`config.mk`:
```
export PLATFORM = sky130hd
export DESIGN_NAME = piso_ctrl_flat
export DESIGN_NICKNAME = d
export VERILOG_FILES = /design/src/rtl/piso_ctrl_if.sv /design/src/rtl/piso_ctrl.sv /design/src/flat_wrapper.sv
export SDC_FILE = /design/constraint.sdc
export NUM_CORES = 1
export LEC_CHECK = 0
export ABC_AREA = 1
export CAP_MARGIN = 20
export CORE_MARGIN = 3
export CORE_UTILIZATION = 35
export DETAILED_ROUTE_END_ITERATION = 6
export MAX_ROUTING_LAYER = met4
export PLACE_DENSITY_LB_ADDON = 0.2
export SYNTH_ARGS = -nofsm -noshare
export SYNTH_HDL_FRONTEND = slang
export SYNTH_SLANG_ARGS = --single-unit
```
`constraint.sdc`:
```
create_clock -name clk_i -period 2.5 [get_ports clk_i]
set_input_delay 0.5 -clock clk_i [delete_from_list [all_inputs] [get_ports clk_i]]
set_output_delay 0.5 -clock clk_i [all_outputs]
set_load 0.005 [all_outputs]
```
`src/rtl/piso_ctrl_if.sv`:
```
`default_nettype none
// ============================================================================
//  Module   : piso_ctrl_if
//  Purpose  : Bundles the word handshake and framed serial output of
//             piso_ctrl into one interface.
//  Signals  : valid_i       upstream word valid
//             ready_o       block accepts a word this cycle
//             data_i        parallel word (WIDTH bits)
//             data_o        serial bit, 0 outside a frame
//             sout_valid_o  data_o carries a frame bit
//             sof_o         first bit of a frame
//             eof_o         last bit of a frame
//             busy_o        frame or inter-frame gap in progress
//  Modports : master (word producer / serial consumer), slave (piso_ctrl)
//  Revision : 1.0 - initial release
// ============================================================================
interface piso_ctrl_if #(
    parameter int WIDTH = 4
);
    logic             valid_i;
    logic             ready_o;
    logic [WIDTH-1:0] data_i;
    logic             data_o;
    logic             sout_valid_o;
    logic             sof_o;
    logic             eof_o;
    logic             busy_o;

    modport master (
        output valid_i, data_i,
        input  ready_o, data_o, sout_valid_o, sof_o, eof_o, busy_o
    );

    modport slave (
        input  valid_i, data_i,
        output ready_o, data_o, sout_valid_o, sof_o, eof_o, busy_o
    );
endinterface
`default_nettype wire

```
`src/rtl/piso_ctrl.sv`:
```
`default_nettype none
// ============================================================================
//  Module   : piso_ctrl
//  Purpose  : Parallel-in / serial-out sequencing controller. Takes words
//             over a valid/ready handshake and emits each one as a framed
//             bit stream with start/end-of-frame markers and an optional
//             idle gap between frames.
//  Ports    : clk_i  - clock, all state updates on posedge
//             rst_i  - synchronous reset, active-high
//             bus    - piso_ctrl_if.slave (handshake + serial outputs)
//  Params   : WIDTH (2..32), MSB_FIRST (1 = MSB first), GAP (0..15)
//  Options  : define PISO_CTRL_PARITY_EN to append an even-parity bit to
//             every frame (frame length WIDTH+1).
//  Revision : 1.0 - initial release
// ============================================================================
module piso_ctrl #(
    parameter int WIDTH     = 4,
    parameter bit MSB_FIRST = 1'b1,
    parameter int GAP       = 0
) (
    input  wire logic   clk_i,
    input  wire logic   rst_i,
    piso_ctrl_if.slave  bus
);

    localparam int                 c_CNT_W    = (WIDTH > 2) ? $clog2(WIDTH) : 1;
    localparam logic [c_CNT_W-1:0] c_LAST     = c_CNT_W'(WIDTH - 1);
    localparam logic [3:0]         c_GAP_LOAD = (GAP > 0) ? 4'(GAP - 1) : 4'd0;

    // A new word may be taken on the last frame cycle only when nothing
    // (parity bit or gap) follows it; with parity that cycle is the parity bit.
`ifdef PISO_CTRL_PARITY_EN
    localparam bit c_RDY_ON_LAST_DATA = 1'b0;
`else
    localparam bit c_RDY_ON_LAST_DATA = (GAP == 0);
`endif

    typedef enum logic [1:0] {
        S_IDLE   = 2'd0,
        S_SHIFT  = 2'd1,
        S_GAP    = 2'd2
`ifdef PISO_CTRL_PARITY_EN
        ,
        S_PARITY = 2'd3
`endif
    } state_t;

    state_t             r_state;
    logic [WIDTH-1:0]   r_shreg;
    logic [c_CNT_W-1:0] r_bit_cnt;
    logic [3:0]         r_gap_cnt;
`ifdef PISO_CTRL_PARITY_EN
    logic               r_par;
    logic               w_par_nxt;
`endif

    // Registered copies of the serial outputs
    logic               r_data;
    logic               r_sout_valid;
    logic               r_sof;
    logic               r_eof;
    logic               r_busy;
    logic               r_ready;

    state_t             w_state_nxt;
    logic [WIDTH-1:0]   w_shreg_nxt;
    logic [WIDTH-1:0]   w_shifted;
    logic [c_CNT_W-1:0] w_cnt_nxt;
    logic [3:0]         w_gap_nxt;
    logic               w_ready;
    logic               w_take;
    logic               w_load;
    logic               w_data_nxt;
    logic               w_sv_nxt;
    logic               w_sof_nxt;
    logic               w_eof_nxt;
    logic               w_ready_nxt;

    // Reset masks ready so no word is taken while rst_i is high.
    assign w_ready = r_ready & ~rst_i;
    assign w_take  = bus.valid_i & w_ready;

    // ------------------------------------------------------------------
    // Next-state and next-output computation
    // ------------------------------------------------------------------
    always_comb begin
        w_state_nxt = r_state;
        w_shreg_nxt = r_shreg;
        w_cnt_nxt   = r_bit_cnt;
        w_gap_nxt   = r_gap_cnt;
        w_load      = 1'b0;
`ifdef PISO_CTRL_PARITY_EN
        w_par_nxt   = r_par;
`endif
        // Shift toward the output end with zero fill
        w_shifted   = MSB_FIRST ? {r_shreg[WIDTH-2:0], 1'b0}
                                : {1'b0, r_shreg[WIDTH-1:1]};

        case (r_state)
            S_IDLE: begin
                w_load = w_take;
            end
            S_SHIFT: begin
                w_shreg_nxt = w_shifted;
                if (r_bit_cnt == c_LAST) begin
`ifdef PISO_CTRL_PARITY_EN
                    w_state_nxt = S_PARITY;
`else
                    if (GAP > 0) begin
                        w_state_nxt = S_GAP;
                        w_gap_nxt   = c_GAP_LOAD;
                    end else if (w_take) begin
                        w_load = 1'b1;
                    end else begin
                        w_state_nxt = S_IDLE;
                    end
`endif
                end else begin
                    w_cnt_nxt = r_bit_cnt + c_CNT_W'(1);
                end
            end
`ifdef PISO_CTRL_PARITY_EN
            S_PARITY: begin
                if (GAP > 0) begin
                    w_state_nxt = S_GAP;
                    w_gap_nxt   = c_GAP_LOAD;
                end else if (w_take) begin
                    w_load = 1'b1;
                end else begin
                    w_state_nxt = S_IDLE;
                end
            end
`endif
            S_GAP: begin
                if (r_gap_cnt == 4'd0) begin
                    w_state_nxt = S_IDLE;
                end else begin
                    w_gap_nxt = r_gap_cnt - 4'd1;
                end
            end
            default: begin
                w_state_nxt = S_IDLE;
            end
        endcase

        if (w_load) begin
            w_state_nxt = S_SHIFT;
            w_shreg_nxt = bus.data_i;
            w_cnt_nxt   = '0;
`ifdef PISO_CTRL_PARITY_EN
            w_par_nxt   = ^bus.data_i;
`endif
        end

        // Outputs decoded from the next registered state so that they can be
        // registered alongside it.
        w_data_nxt  = 1'b0;
        w_sv_nxt    = 1'b0;
        w_sof_nxt   = 1'b0;
        w_eof_nxt   = 1'b0;
        w_ready_nxt = 1'b0;
        case (w_state_nxt)
            S_IDLE: begin
                w_ready_nxt = 1'b1;
            end
            S_SHIFT: begin
                w_sv_nxt    = 1'b1;
                w_data_nxt  = MSB_FIRST ? w_shreg_nxt[WIDTH-1] : w_shreg_nxt[0];
                w_sof_nxt   = (w_cnt_nxt == '0);
                w_eof_nxt   = (w_cnt_nxt == c_LAST) && c_RDY_ON_LAST_DATA;
`ifndef PISO_CTRL_PARITY_EN
                w_eof_nxt   = (w_cnt_nxt == c_LAST);
`endif
                w_ready_nxt = (w_cnt_nxt == c_LAST) && c_RDY_ON_LAST_DATA;
            end
`ifdef PISO_CTRL_PARITY_EN
            S_PARITY: begin
                w_sv_nxt    = 1'b1;
                w_data_nxt  = w_par_nxt;
                w_eof_nxt   = 1'b1;
                w_ready_nxt = (GAP == 0);
            end
`endif
            default: begin
                w_ready_nxt = 1'b0;
            end
        endcase
    end

    // ------------------------------------------------------------------
    // State and output registers
    // ------------------------------------------------------------------
    always_ff @(posedge clk_i) begin
        if (rst_i) begin
            r_state      <= S_IDLE;
            r_shreg      <= '0;
            r_bit_cnt    <= '0;
            r_gap_cnt    <= 4'd0;
`ifdef PISO_CTRL_PARITY_EN
            r_par        <= 1'b0;
`endif
            r_data       <= 1'b0;
            r_sout_valid <= 1'b0;
            r_sof        <= 1'b0;
            r_eof        <= 1'b0;
            r_busy       <= 1'b0;
            r_ready      <= 1'b1;
        end else begin
            r_state      <= w_state_nxt;
            r_shreg      <= w_shreg_nxt;
            r_bit_cnt    <= w_cnt_nxt;
            r_gap_cnt    <= w_gap_nxt;
`ifdef PISO_CTRL_PARITY_EN
            r_par        <= w_par_nxt;
`endif
            r_data       <= w_data_nxt;
            r_sout_valid <= w_sv_nxt;
            r_sof        <= w_sof_nxt;
            r_eof        <= w_eof_nxt;
            r_busy       <= (w_state_nxt != S_IDLE);
            r_ready      <= w_ready_nxt;
        end
    end

    assign bus.ready_o      = w_ready;
    assign bus.data_o       = r_data;
    assign bus.sout_valid_o = r_sout_valid;
    assign bus.sof_o        = r_sof;
    assign bus.eof_o        = r_eof;
    assign bus.busy_o       = r_busy;

endmodule
`default_nettype wire

```
`src/flat_wrapper.sv`:
```
// flat-port wrapper written by rule: the top's interface ports become plain ports
module piso_ctrl_flat 
#(
    parameter int WIDTH     = 4,
    parameter bit MSB_FIRST = 1'b1,
    parameter int GAP       = 0
)
  (clk_i, rst_i, bus_valid_i, bus_data_i, bus_ready_o, bus_data_o, bus_sout_valid_o, bus_sof_o, bus_eof_o, bus_busy_o);
  piso_ctrl_if #(.WIDTH(WIDTH)) bus_i ();
  input  wire logic clk_i;
  input  wire logic rst_i;
  input wire logic [$bits(bus_i.valid_i)-1:0] bus_valid_i;
  input wire logic [$bits(bus_i.data_i)-1:0] bus_data_i;
  output wire logic [$bits(bus_i.ready_o)-1:0] bus_ready_o;
  output wire logic [$bits(bus_i.data_o)-1:0] bus_data_o;
  output wire logic [$bits(bus_i.sout_valid_o)-1:0] bus_sout_valid_o;
  output wire logic [$bits(bus_i.sof_o)-1:0] bus_sof_o;
  output wire logic [$bits(bus_i.eof_o)-1:0] bus_eof_o;
  output wire logic [$bits(bus_i.busy_o)-1:0] bus_busy_o;
  assign bus_i.valid_i = bus_valid_i;
  assign bus_i.data_i = bus_data_i;
  assign bus_ready_o = bus_i.ready_o;
  assign bus_data_o = bus_i.data_o;
  assign bus_sout_valid_o = bus_i.sout_valid_o;
  assign bus_sof_o = bus_i.sof_o;
  assign bus_eof_o = bus_i.eof_o;
  assign bus_busy_o = bus_i.busy_o;
  piso_ctrl #(.WIDTH(WIDTH), .MSB_FIRST(MSB_FIRST), .GAP(GAP)) u_core (.clk_i(clk_i), .rst_i(rst_i), .bus(bus_i));
endmodule
```
# Yosys cells after proc, flatten, opt, wreduce, memory -nomap -nowiden
# Index checks and enable logic that the tools add are counted.
[op_classes]
n_addsub = 2
eq_ne = 5
muxes = 15
bitwise = 5
reduce_logical = 8
[ops]
columns = ["operator", "count"]
rows = [
  ["$mux 2", 7],
  ["$mux 4", 2],
  ["$eq 2x2->1 const B", 3],
  ["$logic_not 2->1", 3],
  ["$pmux 2 s3", 1],
  ["$eq 2x1->1 const B", 2],
  ["$logic_not 4->1", 1],
  ["$pmux 1 s2", 2],
  ["$reduce_bool 2->1", 2],
  ["$sub 4x1->4 const B", 1],
  ["$mux 1", 3],
  ["$not 1->1", 3],
  ["$add 2x1->2 const B", 1],
  ["$and 1x1->1", 2],
  ["$reduce_and 2->1", 1],
  ["$reduce_or 2->1", 1],
]
[word_totals]
reg_bits = 18
inputBits = 7
output_inout_bits = 6

# Depth between registers and ports, before layout
[logic_depth]
depth_word = 10
mapped_depth = 8

# Worst setup path after synthesis
# OpenSTA, ideal clock, no wires.
[synth_path]
kind = "in2reg"
from = "in rst_i"
to = "reg u_core.r_data (netlist: u_core.bus.data_o)"
t_arrival_ps = 1042
t_required_ps = 2383
path_slack_ps = 1341
cell_stages = 6
path_cell_list = "inv_2 nand3_4 inv_2 nand2_4 o21ai_1 nor2_1"
[synth_between]
elab_chain_len = 10
elab_cells_between_ends = 14
[synth_lines]
columns = ["item", "line_no", "rtl"]
rows = [
  ["start: declaration", "flat_wrapper.sv:11", "input wire logic rst_i;"],
  ["$not 1->1", "piso_ctrl.sv:80", "assign w_ready = r_ready & ~rst_i;"],
  ["$and 1x1->1", "piso_ctrl.sv:80", ""],
  ["$and 1x1->1", "piso_ctrl.sv:81", "assign w_take = bus.valid_i & w_ready;"],
  ["$mux 2 / $mux 1 (equally long branches)", "piso_ctrl.sv:112", "end else if (w_take) begin"],
  ["$mux 2 / $mux 1 (equally long branches)", "piso_ctrl.sv:105", "if (r_bit_cnt == c_LAST) begin"],
  ["$pmux 2 s3 / $pmux 1 s2 (equally long branches)", "piso_ctrl.sv:99", "case (r_state)"],
  ["$mux 2", "piso_ctrl.sv:146", "if (w_load) begin"],
  ["$eq 2x1->1", "piso_ctrl.sv:162", "case (w_state_nxt)"],
  ["$not 1->1 (no source line)", "n/a", ""],
  ["$reduce_or 2->1 (no source line)", "n/a", ""],
  ["end signal: assignment", "piso_ctrl.sv:216", "r_data <= w_data_nxt;"],
  ["end: declaration", "piso_ctrl.sv:58", "logic r_data;"],
]
# Parallel ways exist; a longest one is shown, timed or not.
# A chain may end at the register's enable or synchronous reset.

# Worst setup path after layout
[layout_path]
from = "in rst_i"
to = "out bus_ready_o"
[layout_between]
elab_chain_len = 2
[layout_lines]
columns = ["item", "line_no", "rtl"]
rows = [
  ["$not 1->1", "piso_ctrl.sv:80", ""],
  ["$and 1x1->1", "piso_ctrl.sv:80", ""],
  ["end: declaration", "flat_wrapper.sv:14", "output wire logic [$bits(bus_i.ready_o)-1:0] bus_ready_o;"],
]
# Every way passes these cells.

==> reports/metrics.cfg <==
[timing]
period_needed_ps = 2087
hold_viol_final = 0
post-route-period-util_pct = 83.48
slew_violations = 0
setup_viol = 0
clock_skew_ps = 1.443
slew_headroom_pct = 85.23
worst_pin_slew_ps = 221.6
final.setup.tns_ps = 0
rsz0062_at_grt = no
fmax_ghz = 0.4792

[floorplanning]
die_area_mm2 = 0.002809
rows = 16
ios = 13
core_mm2 = 0.002022
die_x_um = 53
die_h_um = 53
initial_core_util_pct = 38.24

[routing]
routedWlPerCell_um = 9.462
drc = 0
avgViaCountPerCell = 4.400
dr.pass1.iters = 3
drt_first_iter_violations = 11
ant_nets = 0
drt-total-wl_mm = 1.372
vias = 638

[setup_path]
r2r-start = u_core.r_gap_cnt[0]$_SDFFE_PP0P_
start_kind = input port
worst_setup_path_end_kind = output pin
critPathKind = input port to output pin
critical_path.startpoint = rst_i
crit_fanout = 2
critPathRequiredTime_ps = 2000
arrival_ps = 1590
reg2reg_depth = 8

[finish]
final_area_um2 = 970.9
final_cell_mix = nand2_1 (19), dfxtp_1 (18), nor2_1 (15), inv_1 (13), clkdlybuf4s50_1 (12)
layout_commonest_cell = nand2_1
antenna_cells = 0
drive_above_1_share_pct = 16.10
fin_nets = 127
areaGrowthSynthToFinish_pct = 25.57

[yosys]
ys_seq_elements = 18
yosys_warnings = 0
synth.distinct_cells = 20
synth.mux.area_fraction_pct = 0
synth_xor_area_share_pct = 1.133
syn_area_per_cell_um2 = 7.656
syn-cell-area_um2 = 773.2
synthesis.nets = 109
synth_compound_area_share_pct = 11.33
synth-adder-area-share_pct = 1.618
synthCells = 101
ys_seq_area_share_pct = 46.60
synth_top_family_by_area = simple AND/OR/NAND/NOR gates
synth_simple_gate_area_share_pct = 30.91

[placed_design]
placed_area_um2 = 934.6
gp_congestion = 0.7898
dp_hpwl_mm = 1.077
numPortBuffers = 12

[worst_hold_path]
holdCritStartpoint = u_core.r_gap_cnt[1]$_SDFFE_PP0P_
hold_depth = 2
min_path_type = flop to flop

[global_route]
grt_util_all_layers_pct = 12.30
grt_pass1_wl_mm = 2.449
first_global_vias = 563
grt_max_degree = 11
gr-total-overflow = 0
antenna_found_initial = 0

[power_and_ir_drop]
ir_drop_mv = 0.3307
leakage_uw = 0.0004450
powerDensity_mw_per_mm2 = 568.4

[clock_network]
path_clk_slew_ps = 100
cts-root-buf = clkbuf_4
numCtsBuffers = 3
clock_latency_ps = 290
cts_tree = yes
cts_sinks = 18
ctsResizeCount = 0
cts_setup_buffers = 0
holdBufCountCts = 0
htree_levels = 1
clock_path_buffers = 2

[run]
max_cap_violations = 0

[run_status]
status = finished clean

## flip-flops by register name (all words and copies together), names as in the netlist
name                     cells
u_core.bus.busy_o            1
u_core.bus.data_o            1
u_core.bus.eof_o             1
u_core.bus.sof_o             1
u_core.bus.sout_valid_o      1
u_core.r_bit_cnt             2
u_core.r_gap_cnt             4
u_core.r_ready               1
u_core.r_shreg               4
u_core.r_state               2
## critical path, stage by stage
cell and delay [ps]:
clkdlybuf4s50_1 430, nor2_1 140, clkdlybuf4s50_1 510
## path summary, 6_finish.rpt
path	slack (ps)	endpoint
worst max-delay path	410	bus_ready_o
worst min-delay path	480	u_core.r_gap_cnt[1]$_SDFFE_PP0P_
worst max register to register	1230	u_core.r_gap_cnt[3]$_SDFFE_PP0P_
worst min register to register	480	u_core.r_gap_cnt[1]$_SDFFE_PP0P_
## layer usage
layer  track usage, %  up-vias  share of wire [%]
met3            1.972        2                4.2
met1            18.15      269                 55
met4            7.660        0               0.73
met5                -        -                  0
li1                 -      357                  -
met2            15.08       10                 40
## power by group
| part | total (uW) | internal, uW | leakage, uW | switching (uW) |
|---|---|---|---|---|
| clock | 175 | 88.6 | 0.0000210 | 86.0 |
| sequential | 305 | 299 | 0.000147 | 6.61 |
| combinational | 71.9 | 34.9 | 0.000277 | 37.0 |
## cell usage after synthesis
cell type	count	share of area, %
xor2_1	1	1.1
inv_2	3	1.5
nand3_2	2	2.6
inv_1	13	6.3
nand3_1	10	6.5
o21ai_0	2	1.3
nand2_1	19	9.2
ha_1	1	1.6
nand3_4	1	2.3
nor2_1	15	7.3
o21bai_2	1	1.5
a21oi_1	4	2.6
nor2_2	1	0.81
clkinv_2	1	0.65
nand2_2	1	0.81
nand2_4	1	1.5
o21ai_1	4	2.6
o21ai_2	2	2.3
a21oi_2	1	1.1
dfxtp_1	18	47
## layout make-up
type | count | area [um^2]
fill | 203 | 1051
sequential | 18 | 360.3
multi-input combinational | 66 | 347.8
timing repair buffer | 13 | 127.6
inverter | 17 | 65.06
clock buffer | 4 | 36.28
tap | 27 | 33.78
## cell families after synthesis
family / count (synthesis)
and+or+nand+nor: 50
DFF: 18
buffers and inverters: 17
AOI/OAI and AO/OA: 14
xor gates and xnor gates: 1
adders and majority gates: 1
## stage by stage
| stage | hold slack, ps | total power (uW) | std cells | utilization (%) | setup WS (ps) |
|---|---|---|---|---|---|
| 6_report | 479.0 | 551.9 | 145 | 48.02 | 413.1 |
| 5_1_grt | 503.7 | 583.1 | 145 | 48.02 | 327.1 |
| 4_1_cts | 481.2 | 562.8 | 145 | 48.02 | 396.0 |
| 3_5_place_dp | 465.0 | 384.6 | 141 | 46.23 | 396.0 |
| 3_3_place_gp | 458.5 | 384.0 | 141 | 46.23 | 406.0 |
| 2_1_floorplan | 447.3 | 352.3 | 101 | - | 1341 |
Note: power is estimated with default switching activity, not from simulation.
